**src/rtl/intpol2_d4_seq_if.sv**
```systemverilog
// Datapath handshake bundle between the interpolator sequencer and its
// surroundings: the paired I/Q input FIFOs, the interpolator core and the
// downstream sinks.
//
// Signals:
//   empty_I, empty_Q : input FIFO empty flags        (FIFOs -> sequencer)
//   afull_out        : downstream almost-full        (sinks -> sequencer)
//   read_en          : shared FIFO read enable       (sequencer -> FIFOs)
//   sample_valid     : fetched sample valid          (sequencer -> core)
//   phase            : interpolation phase index     (sequencer -> core)
//   out_valid        : core output valid / write en  (sequencer -> sinks)
//
// Modports:
//   master : the sequencer side
//   slave  : the FIFO/core/sink side
interface intpol2_d4_seq_if #(
  parameter int OSR_LOG2 = 2
);
  logic                empty_I;
  logic                empty_Q;
  logic                afull_out;
  logic                read_en;
  logic                sample_valid;
  logic [OSR_LOG2-1:0] phase;
  logic                out_valid;

  modport master (
    input  empty_I, empty_Q, afull_out,
    output read_en, sample_valid, phase, out_valid
  );

  modport slave (
    output empty_I, empty_Q, afull_out,
    input  read_en, sample_valid, phase, out_valid
  );
endinterface

```
**src/rtl/intpol2_d4_seq.sv**
```systemverilog
// Sequencer for the 2nd-order, interpolate-by-4 I/Q datapath.
// Fetches one paired I/Q sample per input step, qualifies it into the core,
// then walks the core through its output phases, stalling on downstream
// almost-full. Counts samples per frame and reports completion and stall /
// skew status to the AIP status register.
//
// Ports:
//   clk         : system clock, rising edge
//   rst_a       : asynchronous active-low reset
//   start       : single-cycle frame start pulse
//   frame_len   : input samples per frame, latched on an accepted start
//   dp          : datapath handshake bundle (master side)
//   busy        : frame in progress
//   done        : one-cycle pulse at frame completion
//   stop_empty  : stalled this cycle waiting on an empty input FIFO
//   stop_afull  : stalled this cycle on downstream almost-full
//   sync_err    : sticky I/Q empty-flag skew error
//   sample_cnt  : samples completed in the current frame
module intpol2_d4_seq #(
  parameter int CNT_WIDTH = 16,
  parameter int OSR_LOG2  = 2,
  parameter int SKEW_MAX  = 3
) (
  input  logic                 clk,
  input  logic                 rst_a,
  input  logic                 start,
  input  logic [CNT_WIDTH-1:0] frame_len,
  intpol2_d4_seq_if.master     dp,
  output logic                 busy,
  output logic                 done,
  output logic                 stop_empty,
  output logic                 stop_afull,
  output logic                 sync_err,
  output logic [CNT_WIDTH-1:0] sample_cnt
);

  typedef enum logic [2:0] {
    IDLE,
    WAIT,
    FETCH,
    EMIT,
    DONE
  } state_t;

  localparam logic [OSR_LOG2-1:0] PHASE_LAST = '1;
  localparam int                  SKEW_W     = (SKEW_MAX < 2) ? 1 : $clog2(SKEW_MAX + 1);
  localparam logic [SKEW_W-1:0]   SKEW_LIM   = SKEW_W'(SKEW_MAX);

  state_t               state_q, state_d;
  logic [OSR_LOG2-1:0]  phase_q, phase_d;
  logic [CNT_WIDTH-1:0] cnt_q, cnt_d;
  logic [CNT_WIDTH-1:0] len_q, len_d;
  logic [CNT_WIDTH-1:0] cnt_inc;
  logic [SKEW_W-1:0]    skew_q;
  logic                 sync_q;
  logic                 start_ok;
  logic                 read_en;
  logic                 sample_valid;
  logic                 out_valid;
  logic                 skewed;

  assign cnt_inc = cnt_q + CNT_WIDTH'(1);
  assign skewed  = dp.empty_I ^ dp.empty_Q;

  // State, phase, sample counter and latched frame length registers.
  always_ff @(posedge clk or negedge rst_a) begin
    if (!rst_a) begin
      state_q <= IDLE;
      phase_q <= '0;
      cnt_q   <= '0;
      len_q   <= '0;
    end else begin
      state_q <= state_d;
      phase_q <= phase_d;
      cnt_q   <= cnt_d;
      len_q   <= len_d;
    end
  end

  // Next-state and output decode. A stalled EMIT cycle leaves phase_q
  // untouched, so every phase is emitted exactly once per sample. The phase
  // counter wraps naturally to 0 after the last phase, which is where the
  // next sample starts.
  always_comb begin
    state_d      = state_q;
    phase_d      = phase_q;
    cnt_d        = cnt_q;
    len_d        = len_q;
    start_ok     = 1'b0;
    read_en      = 1'b0;
    sample_valid = 1'b0;
    out_valid    = 1'b0;
    busy         = 1'b0;
    done         = 1'b0;
    stop_empty   = 1'b0;
    stop_afull   = 1'b0;
    case (state_q)
      IDLE: begin
        if (start) begin
          start_ok = 1'b1;
          cnt_d    = '0;
          phase_d  = '0;
          if (frame_len != '0) begin
            len_d   = frame_len;
            state_d = WAIT;
          end else begin
            state_d = DONE;
          end
        end
      end
      WAIT: begin
        busy = 1'b1;
        if (dp.empty_I || dp.empty_Q) begin
          stop_empty = 1'b1;
        end else begin
          read_en = 1'b1;
          state_d = FETCH;
        end
      end
      FETCH: begin
        busy         = 1'b1;
        sample_valid = 1'b1;
        phase_d      = '0;
        state_d      = EMIT;
      end
      EMIT: begin
        busy = 1'b1;
        if (dp.afull_out) begin
          stop_afull = 1'b1;
        end else begin
          out_valid = 1'b1;
          phase_d   = phase_q + OSR_LOG2'(1);
          if (phase_q == PHASE_LAST) begin
            cnt_d   = cnt_inc;
            state_d = (cnt_inc == len_q) ? DONE : WAIT;
          end
        end
      end
      DONE: begin
        done    = 1'b1;
        state_d = IDLE;
      end
      default: begin
        state_d = IDLE;
      end
    endcase
  end

  // Skew monitor: counts consecutive busy cycles in which the I and Q empty
  // flags disagree. The error is sticky so a transient misalignment is still
  // visible to software after the frame ends; it never aborts the frame.
  always_ff @(posedge clk or negedge rst_a) begin
    if (!rst_a) begin
      skew_q <= '0;
      sync_q <= 1'b0;
    end else if (start_ok) begin
      skew_q <= '0;
      sync_q <= 1'b0;
    end else if (busy && skewed) begin
      if (skew_q != SKEW_LIM) begin
        skew_q <= skew_q + SKEW_W'(1);
      end
      if (skew_q >= SKEW_LIM - SKEW_W'(1)) begin
        sync_q <= 1'b1;
      end
    end else begin
      skew_q <= '0;
    end
  end

  assign dp.read_en      = read_en;
  assign dp.sample_valid = sample_valid;
  assign dp.out_valid    = out_valid;
  assign dp.phase        = phase_q;
  assign sync_err        = sync_q;
  assign sample_cnt      = cnt_q;

endmodule
```
**src/flat_wrapper.sv**
```systemverilog
// flat-port wrapper written by rule: the top's interface ports become plain ports
module intpol2_d4_seq_flat 
#(
  parameter int CNT_WIDTH = 16,
  parameter int OSR_LOG2  = 2,
  parameter int SKEW_MAX  = 3
)
  (clk, rst_a, start, frame_len, busy, done, stop_empty, stop_afull, sync_err, sample_cnt, dp_empty_I, dp_empty_Q, dp_afull_out, dp_read_en, dp_sample_valid, dp_phase, dp_out_valid);
  intpol2_d4_seq_if #(.OSR_LOG2(OSR_LOG2)) dp_i ();
  input  logic clk;
  input  logic rst_a;
  input  logic start;
  input  logic [CNT_WIDTH-1:0] frame_len;
  output logic busy;
  output logic done;
  output logic stop_empty;
  output logic stop_afull;
  output logic sync_err;
  output logic [CNT_WIDTH-1:0] sample_cnt;
  input wire logic [$bits(dp_i.empty_I)-1:0] dp_empty_I;
  input wire logic [$bits(dp_i.empty_Q)-1:0] dp_empty_Q;
  input wire logic [$bits(dp_i.afull_out)-1:0] dp_afull_out;
  output wire logic [$bits(dp_i.read_en)-1:0] dp_read_en;
  output wire logic [$bits(dp_i.sample_valid)-1:0] dp_sample_valid;
  output wire logic [$bits(dp_i.phase)-1:0] dp_phase;
  output wire logic [$bits(dp_i.out_valid)-1:0] dp_out_valid;
  assign dp_i.empty_I = dp_empty_I;
  assign dp_i.empty_Q = dp_empty_Q;
  assign dp_i.afull_out = dp_afull_out;
  assign dp_read_en = dp_i.read_en;
  assign dp_sample_valid = dp_i.sample_valid;
  assign dp_phase = dp_i.phase;
  assign dp_out_valid = dp_i.out_valid;
  intpol2_d4_seq #(.CNT_WIDTH(CNT_WIDTH), .OSR_LOG2(OSR_LOG2), .SKEW_MAX(SKEW_MAX)) u_core (.clk(clk), .rst_a(rst_a), .start(start), .frame_len(frame_len), .dp(dp_i), .busy(busy), .done(done), .stop_empty(stop_empty), .stop_afull(stop_afull), .sync_err(sync_err), .sample_cnt(sample_cnt));
endmodule
```
**config.mk**
```make
export PLATFORM = sky130hd
export DESIGN_NAME = intpol2_d4_seq_flat
export DESIGN_NICKNAME = d
export VERILOG_FILES = /design/src/rtl/intpol2_d4_seq_if.sv /design/src/rtl/intpol2_d4_seq.sv /design/src/flat_wrapper.sv
export SDC_FILE = /design/constraint.sdc
export NUM_CORES = 1
export LEC_CHECK = 0
export ABC_AREA = 1
export BUFFER_PORTS_ARGS = -buffer_cell sky130_fd_sc_hd__buf_2
export CORE_MARGIN = 1.5
export CORE_UTILIZATION = 51
export DETAILED_ROUTE_END_ITERATION = 12
export PLACE_DENSITY_LB_ADDON = 0.2
export SLEW_MARGIN = 20
export SYNTH_ARGS = -nofsm -noshare
export SYNTH_HDL_FRONTEND = slang
export SYNTH_SLANG_ARGS = --single-unit
```
**constraint.sdc**
```tcl
create_clock -name clk -period 2 [get_ports clk]
set_input_delay 0.2 -clock clk [delete_from_list [all_inputs] [get_ports clk]]
set_output_delay 0.2 -clock clk [all_outputs]
set_load 0.005 [all_outputs]
```
==> results.md <==
* Outcome: complete, no violations
* CORE AREA at 4755 µm²
* Number of buffers created by CTS at 5
* Adder-Cell Fraction of Synth Area at 2.468%
* RSZ-0062 raised after global routing: yes
* Via density at 5.314
* Vias at 2535
* Clock slew at reported path FFs at 80 ps
* Post-synthesis sequential area ratio at 39.49%
* CTS tree: built
* Hold Crit Class: input pin to flip-flop
* Routed wire per std cell at 13.31 µm
* Num Clock Sinks at 40
* Max IR drop VDD at 765.1 µV
* Final worst path period need at 1893 ps
* Compound-Gate Fraction of Synth Area at 9.131%
* Final Cycle Share at 94.64%
* Vias in the first global route at 2286
* Post-synthesis mux area share at 3.110%
* Final HPWL DP at 4664 µm
* Asr flop ratio synth at 100.0%
* Commonest non-fill, non-tap cell in the layout: nand2_1
* Synthesized area at 2535 µm²
* Dpl cell area at 2851 µm²
* Max Fclk at 528.3 MHz
* Largest family of logic cells by synthesized area: simple AND/OR/NAND/NOR gates
* Diodes inserted at 0
* Wirelength, routed at 6348 µm
* Leakage at 1.529 nW
* DRT antenna net count at 0
* I/O Buffers at 47
* Crit end category: flip-flop
* Arr. time, crit path at 2070 ps
* Critical path type: flip-flop to flip-flop
* Seq cells post-synth at 40
* Die Width at 73.50 µm
* TritonRoute pass-1 iters at 5
* Pre-CTS WS at -12.56 ps
* Origin of the critical flop-to-flop path: u_core.sample_cnt[1]
* Post-synthesis net count at 371
* FP Rows at 25
* Worst-skew pair later-pin latency at 290 ps
* Most frequent cells in the layout: 79 x nand2_1, 47 x buf_2, 46 x inv_1, 36 x dfrtp_1, 35 x nor2_1
* Synth area leader: dfrtp_1
* GPL Wtd Cong at 0.8257
* # IOs at 48
* H-tree Lvls at 2
* Clock power share at 13.2%
* Post-Synth XOR/XNOR Area at 1.382%
* First-pass GRT wire length at 10130 µm
* Total track usage at 24.57%
* Post-route setup TNS at 0 ps
* Final setup vio count at 0
* Clock root buffer: clkbuf_8
* Die Height at 73.50 µm
* Slew @ Worst Pin at 511.7 ps
* Largest net degree at the start of global routing at 41
* PD cells at 1379 nW/µm²
* Fin nets at 436
* CP startpoint: u_core.sample_cnt[1]
* CP startpoint kind: flip-flop
* Area Growth Syn to Fin at 22.85%
* Post-Synth Simple-Gate Area at 35.44%
* Gr ovfl total at 0
* Detailed-route DRC error count at 0
* Sequential power share at 37.1%
* Min-Delay Startpoint: frame_len[11]
* Clock skew at 5.189 ps
* Post-synth EDFFs at 0
* Final hold vios at 0
* Netlist cell types at 32
* Warnings, synthesis at 0
* Clock tree buffer depth at 2
* Pint at 2.357 mW
* Max-slew violations at 0
* Initial DRC Count at 166
* DIE AREA at 5402 µm²
* Max-Cap Viols at 0
* Worst Hold Slack at 150.9 ps
* Worst EP required at 2180 ps
* Synth top area share at 39.49%
* Net Sw Power at 1.937 mW
* Initial antenna violation count at 0
* Slew margin rel. at 65.89%
* Switching Share at 45.11%
* Crit Path Max Fanout at 5
* Main synth FF type: dfrtp_1
* Layout cell share with drive strength beyond 1 at 27.80%
* Final non-filler cell area at 3114 µm²
* Fillers at 431
* Largest cells by area after synthesis: dfrtp_1 39%, nand2_1 12%, nand3_1 7.7%
* Final WS setup at 107.3 ps
* Syn Area/Cell at 7.369 µm²
* Initial core utilization at 53.32%
* Synth Instances at 344
* Comb power frac at 49.7%
## final timing paths
kind / endpoint / slack, ps / cells past startpoint
worst min register to register: u_core.len_q[0] / 530 / 1
min in group asynchronous: u_core.sample_cnt[5] / 490 / 3
max in group asynchronous: u_core.sample_cnt[2] / 1130 / 3
worst min-delay path: u_core.len_q[11] / 150 / 2
worst max register to register: u_core.state_q[0] / 110 / 16
worst max-delay path: u_core.state_q[0] / 110 / 16
## metrics by stage
step	total power, mW	std cells	utilization, %
finish	4.295	477	65.50
global route	4.666	477	65.50
floorplan	2.930	344	-
detailed placement	3.563	458	59.97
CTS	4.160	471	62.97
global placement	3.491	458	59.97
## synthesized netlist by cell type, types with 2 or more instances
| library cell | instances |
|---|---|
| ha_1 | 5 |
| dfrtp_1 | 40 |
| buf_6 | 2 |
| a21oi_1 | 13 |
| nand2_1 | 79 |
| o21ai_1 | 6 |
| nand3_1 | 39 |
| nand3b_1 | 5 |
| nand4_1 | 9 |
| buf_2 | 2 |
| a31oi_1 | 2 |
| xor2_1 | 3 |
| inv_1 | 47 |
| nor2_2 | 8 |
| mux2_2 | 7 |
| inv_2 | 3 |
| nor4_1 | 4 |
| nor2_1 | 36 |
| o21ai_0 | 10 |
| o22ai_1 | 6 |
| nor2_4 | 3 |
| nand2_2 | 5 |
## layout make-up
| cell class | count | area, µm² | share of cell area [%] |
|---|---|---|---|
| Multi-Input combinational cell | 249 | 1373 | 44.07 |
| Sequential cell | 40 | 1006 | 32.30 |
| Timing Repair Buffer | 63 | 374.1 | 12.01 |
| Inverter | 50 | 187.7 | 6.027 |
| Clock buffer | 8 | 90.09 | 2.893 |
| Tap cell | 67 | 83.83 | 2.692 |
## sequential cells by signal (all words and copies together), names as in the netlist
register	flops
u_core.len_q	16
u_core.state_q	3
u_core.skew_q	2
u_core.sample_cnt	16
u_core.sync_err	1
u_core.dp.phase	2
## worst max-delay path: stages, from the launching register on
cell and delay (ps):
dfrtp_2 450, ha_4 180, nand2_2 100, nor2_4 50, buf_4 150, nand2_1 80, nand2_1 70, nand3_1 70
nand2_1 50, nor2_1 90, nand2_1 80, nor2_2 110, nand3_1 80, nand2_1 60, nand2_1 50, nand2_1 50
nand2_1 50
## cells by family after synthesis
kind of cell             after synthesis
buffers and inverters                 55
XOR/XNOR                               4
flip-flops                            40
AND/OR/NAND/NOR                      192
adder cells (fa/ha/maj)                5
multiplexers                           7
AO/OA/AOI/OAI                         41
## power by group through the flow
stage               combinational, mW  sequential, mW  clock (mW)
global placement                 1.93            1.56           0
CTS                              2.03            1.56       0.567
detailed placement               1.98            1.58           0
finish                           2.14            1.59       0.566
floorplan                        1.43            1.51           0
global route                     2.42            1.64       0.603
## routing by layer
layer	wire [µm]	GRT usage [%]	vias up
li1	-	-	1261
met1	2836	31.76	1182
met2	3092	41.14	80
met3	324	4.938	12
met4	94	8.025	0
met5	0	0	-
## what timing repair did
item | in CTS | in global routing
endpoints found under the hold margin | 40 | 0
hold buffers | 1 | 0
gates resized for setup | 0 | 19
buffers inserted | 4 | 6
setup endpoints to repair | 2 | 18
pin swaps | 1 | 10
cloned | 0 | 0
(Power assumes the default switching activity.)
